## config.mk

```make
export PLATFORM = sky130hd
export DESIGN_NAME = alu_writeback
export DESIGN_NICKNAME = d
export VERILOG_FILES = /design/src/rtl/alu_writeback.sv
export SDC_FILE = /design/constraint.sdc
export NUM_CORES = 1
export LEC_CHECK = 0
export BUFFER_PORTS_ARGS = -buffer_cell sky130_fd_sc_hd__buf_2
export CAP_MARGIN = 10
export CORE_MARGIN = 2
export CORE_UTILIZATION = 55
export CTS_BUF_LIST = sky130_fd_sc_hd__clkbuf_2
export DETAILED_ROUTE_END_ITERATION = 12
export PLACE_DENSITY = 0.88
export SLEW_MARGIN = 20
export SYNTH_ARGS = -nofsm -noshare
export SYNTH_HDL_FRONTEND = slang
export SYNTH_SLANG_ARGS = --single-unit
```

## constraint.sdc

```tcl
create_clock -name clk -period 4.85 [get_ports clk]
set_input_delay 0.97 -clock clk [delete_from_list [all_inputs] [get_ports clk]]
set_output_delay 0.97 -clock clk [all_outputs]
set_load 0.02 [all_outputs]
```

## src/rtl/alu_writeback.sv

```systemverilog
// ----------------------------------------------------------------------------
// alu_writeback
//
// Write-back stage that sits directly after the core ALU. The ALU result,
// flags and destination are captured in a one-entry pipeline register and
// committed one cycle later to an 8-entry register file and to the
// architectural flags register. The stage also serves the ALU's two operand
// read ports and its carry-in, and accepts register writes from the load path
// whenever the pipeline register is not writing a register.
//
// Ports
//   clk, reset            clock; synchronous active-high reset
//   wb_valid/opcode/dest/result/flags
//                         ALU output for this cycle
//   rd_addr1/2, rd_data1/2
//                         operand read ports (combinational, with bypass)
//   cin_out               carry-in to the ALU
//   flags_out             committed architectural flags
//   ext_valid/addr/data   load-path write request (held until accepted)
//   ext_ready             load write accepted this cycle
// ----------------------------------------------------------------------------
module alu_writeback #(
    parameter int WIDTH       = 32,
    parameter int OPCODE      = 4,
    parameter int REGS_CODING = 3,
    parameter int FLAGS       = 4
) (
    input  logic                   clk,
    input  logic                   reset,
    input  logic                   wb_valid,
    input  logic [OPCODE-1:0]      wb_opcode,
    input  logic [REGS_CODING-1:0] wb_dest,
    input  logic [WIDTH-1:0]       wb_result,
    input  logic [FLAGS-1:0]       wb_flags,
    input  logic [REGS_CODING-1:0] rd_addr1,
    input  logic [REGS_CODING-1:0] rd_addr2,
    output logic [WIDTH-1:0]       rd_data1,
    output logic [WIDTH-1:0]       rd_data2,
    output logic                   cin_out,
    output logic [FLAGS-1:0]       flags_out,
    input  logic                   ext_valid,
    input  logic [REGS_CODING-1:0] ext_addr,
    input  logic [WIDTH-1:0]       ext_data,
    output logic                   ext_ready
);

    localparam int CARRY    = 0;
    localparam int SIGN     = 1;
    localparam int OVERFLOW = 2;
    localparam int ZERO     = 3;
    localparam int NREGS    = 1 << REGS_CODING;

    localparam logic [OPCODE-1:0] OP_CMP = OPCODE'(12);

    // Opcodes whose flags replace the whole architectural flag vector.
    function automatic logic full_update(input logic [OPCODE-1:0] op);
        return (op == OPCODE'(0))  || (op == OPCODE'(1))  ||
               (op == OPCODE'(2))  || (op == OPCODE'(3))  ||
               (op == OPCODE'(12)) || (op == OPCODE'(13)) ||
               (op == OPCODE'(14));
    endfunction

    // Logical-class ops only define SIGN and ZERO; CARRY and OVERFLOW carry over.
    function automatic logic [FLAGS-1:0] merge_flags(
        input logic [FLAGS-1:0]  old_f,
        input logic [FLAGS-1:0]  new_f,
        input logic [OPCODE-1:0] op
    );
        logic [FLAGS-1:0] m;
        if (full_update(op)) begin
            m = new_f;
        end else begin
            m       = old_f;
            m[SIGN] = new_f[SIGN];
            m[ZERO] = new_f[ZERO];
        end
        return m;
    endfunction

    logic                   r_vld_p1;
    logic [OPCODE-1:0]      r_opcode_p1;
    logic [REGS_CODING-1:0] r_dest_p1;
    logic [WIDTH-1:0]       r_result_p1;
    logic [FLAGS-1:0]       r_flags_p1;

    logic [WIDTH-1:0]       r_regs [NREGS];
    logic [FLAGS-1:0]       r_flags;

    logic                   w_p_writes;
    logic                   w_ext_acc;

    assign w_p_writes = r_vld_p1 && (r_opcode_p1 != OP_CMP);
    assign ext_ready  = !w_p_writes;
    assign w_ext_acc  = ext_valid && ext_ready;

    // ---- stage p1: capture ALU output ----
    always_ff @(posedge clk) begin
        if (reset) begin
            r_vld_p1    <= 1'b0;
            r_opcode_p1 <= '0;
            r_dest_p1   <= '0;
            r_result_p1 <= '0;
            r_flags_p1  <= '0;
        end else begin
            r_vld_p1    <= wb_valid;
            r_opcode_p1 <= wb_opcode;
            r_dest_p1   <= wb_dest;
            r_result_p1 <= wb_result;
            r_flags_p1  <= wb_flags;
        end
    end

    // ---- stage p2: commit to register file and flags ----
    // ALU commit and an accepted load never coexist, since ext_ready is low
    // exactly when the pipeline register writes.
    always_ff @(posedge clk) begin
        if (reset) begin
            for (int i = 0; i < NREGS; i++) begin
                r_regs[i] <= '0;
            end
            r_flags <= '0;
        end else begin
            if (w_p_writes) begin
                r_regs[r_dest_p1] <= r_result_p1;
            end else if (w_ext_acc) begin
                r_regs[ext_addr] <= ext_data;
            end
            if (r_vld_p1) begin
                r_flags <= merge_flags(r_flags, r_flags_p1, r_opcode_p1);
            end
        end
    end

    // Bypass only from registered state and load-path inputs, so there is no
    // combinational path from wb_* back into the ALU operands.
    assign rd_data1 = (w_p_writes && (rd_addr1 == r_dest_p1)) ? r_result_p1 :
                      (w_ext_acc  && (rd_addr1 == ext_addr))  ? ext_data    :
                      r_regs[rd_addr1];

    assign rd_data2 = (w_p_writes && (rd_addr2 == r_dest_p1)) ? r_result_p1 :
                      (w_ext_acc  && (rd_addr2 == ext_addr))  ? ext_data    :
                      r_regs[rd_addr2];

    assign cin_out   = (r_vld_p1 && full_update(r_opcode_p1)) ? r_flags_p1[CARRY]
                                                               : r_flags[CARRY];
    assign flags_out = r_flags;

endmodule

```

==> reports/results.ini <==
[sta]
setup_tns_ns = 0
max_freq_mhz = 209
worst-slew-pin-transition_ns = 1.11
hold_violations = 0
setup_ws_ns = 0.0708
hold-worst-slack_ns = 0.243
setup_viol = 0
slew_violations = 0
finalCriticalPeriod_ns = 4.78
rsz0062_at_grt = no
fin_crit_sh_pct = 98.5
fin_skew_ns = 0.0967
max_slew_margin_pct = 25.6

[clock_tree]
tritoncts = done
post-cts-setup-buffer-count = 0
cts-resized-gates = 0
cts_hold_buf = 0
clock_path_buffers = 3
clock_latency_ns = 0.93
cts_buffers = 79
path_clk_slew_ns = 0.11
cts_sinks = 304
cts_root_buf = clkbuf_2
htreeDepth = 3

[grt]
grt_pass1_wl_um = 78800
grt_pass1_vias = 14300
grt_use_met2_pct = 51.7
antenna_found_initial = 2
grt_use_met3_pct = 7.72
grt_max_degree = 130
grtUsageTotal_pct = 31.6
grt_overflow = 0
top_usage_layer = met2
use_met1_pct = 38.1

[routing]
routed_wl_um = 52200
wire_per_inst_um = 27.3
initialDrtViolationCount = 2185
vias = 13700
ant_nets = 0
routed_via_density = 7.17
remaining_drc_errors = 0
dr.pass1.iters = 6

[synth]
synth-compound-area-share_pct = 5.69
avgSynthCellArea_um2 = 13.1
yosysWarnings = 0
yosys.area_share.adder_pct = 0
synthSimpleGateAreaFrac_pct = 14.3
async_flop_share_pct = 0
synth_cell_types = 38
synth_top_family_by_area = multiplexers
synth_nets = 1393
netlist_area_um2 = 17100
synth_edf_count = 256
yosysSeqAreaShare_pct = 50.6
muxShareOfSynthArea_pct = 23.7
yosys_most_used_dff = edfxtp_1
ys_seq_elements = 304
synth_xor_area_share_pct = 0.615
syn_inst = 1305

[floorplan]
die_height_um = 180
ios = 158
initial_core_util_pct = 55.9
row_count = 64
core_area_um2 = 30600
fp.dieArea_um2 = 32500
die_width_um = 180

[layout]
multi_input_area_um2 = 7730
final_nets = 1537
regArea_um2 = 8650
final_cell_mix = nor3_1 (305), edfxtp_1 (256), buf_2 (155), mux4_2 (128), clkbuf_2 (113)
drive_above_1_share_pct = 39.5
fin_area_um2 = 19100
syn_to_final_growth_pct = 11.6
nFillCells = 2184
final_common_cell = nor3_1

[min_path]
hold_class = primary input to flip-flop

[placed_design]
gp_congestion = 0.820
place_area_um2 = 18200
place_worst_setup_slack_ns = 0.701
port_buffers = 157
dp_hpwl_um = 31700

[job]
maxCapViolCount = 0

[pwr]
power_w = 0.00623
p_leak_nw = 6.61
p_clk_share_pct = 33.2
power_frac_seq_pct = 48.2
p_switching_w = 0.00193
cellPowerDensity_nw_per_um2 = 327
ir_drop_v = 0.000225
comb_power_share_pct = 18.6
p_sw_share_pct = 30.9
p_int_w = 0.00431

[setup_path]
critical-path-slowest-cell = o21ai_4
cp.required_ns = 3.88
crit_buf_inv = 3
crit_chain = inv_1 > o21ai_4 > buf_4 > nor3_1 > o31ai_1 > buf_2
startpoint_type = flip-flop
critPathMaxStageDelay_ns = 0.76
path_max_fanout = 26
cp-end-kind = primary output
path_delay_family = compound AO/OA/AOI/OAI gates
crit_arrival_ns = 3.81
crit_type = flip-flop to primary output

[run_status]
status = finished, final reports clean

-- registers in the layout, summed over array words and instances (netlist names) --
register,flops
r_regs,256
r_opcode_p1,4
r_result_p1,32
r_dest_p1,3
r_vld_p1,1
r_flags_p1,4
flags_out,4
-- cells in the mapped netlist, types with 4 or more instances --
cell      instances  share of area, %
mux2i_2          30               2.4
o32a_1            4              0.23
mux4_2          128                17
nand3_1          69               2.0
nor2_1            4             0.088
mux2i_1           4              0.23
o31ai_1          64               2.8
nor3_2           17               1.0
inv_1             6              0.13
a21oi_1          68               2.0
o21ai_0          10              0.29
xnor2_1           6              0.31
mux2_2           64               4.2
xor2_1            6              0.31
clkbuf_1         48               1.1
buf_2            69               2.0
nor2b_1          44               1.6
buf_6            15              0.99
dfxtp_1          48               5.6
buf_4            14              0.61
edfxtp_1        256                45
nor3_1          306               9.0
-- metrics by stage --
stage               cells  utilization [%]
floorplan            1305                -
global placement     1764             59.6
detailed placement   1764             59.6
CTS                  1909             62.4
global route         1911             62.4
finish               1911             62.4
-- power by group through the flow --
stage | registers [W] | logic, W | clock network (W)
2_1_floorplan | 0.00304 | 0.000760 | 0
3_3_place_gp | 0.00304 | 0.00110 | 0
3_5_place_dp | 0.00306 | 0.00113 | 0
4_1_cts | 0.00300 | 0.00113 | 0.00206
5_1_grt | 0.00301 | 0.00121 | 0.00219
6_report | 0.00300 | 0.00116 | 0.00207
-- per-layer routing --
layer  vias up  wire, µm
met5         -         0
met4         0      2960
met3       293      7200
met2      1357     25600
met1      6508     16400
li1       5542         -
-- layout make-up --
class                           count  share of cell area, %
Sequential cell                   304                   45.3
Multi-Input combinational cell    844                   40.5
Timing Repair Buffer              214                   6.98
Clock buffer                      113                   2.96
Tap cell                          396                   2.60
Clock inverter                     32                   1.50
Inverter                            6                  0.118
Antenna cell                        2                 0.0262
-- cell families (layout without fill, tap and decap cells) --
group	count (synthesis)	after routing
other	0	2
muxes	226	226
DFF	304	304
AOI/OAI and AO/OA	154	154
and+or+nand+nor	452	452
xor gates and xnor gates	12	12
buffers and inverters	157	365
-- worst paths after layout --
path | endpoint | startpoint | cells past startpoint | slack [ns]
min | r_result_p1[31] | wb_result[31] | 2 | 0.24
min reg2reg | flags_out[2] | r_flags_p1[2] | 2 | 0.44
max reg2reg | r_regs[5][31] | r_vld_p1 | 6 | 1.20
max | rd_data2[15] | r_vld_p1 | 6 | 0.07
Note: power is estimated with default switching activity, not from simulation.
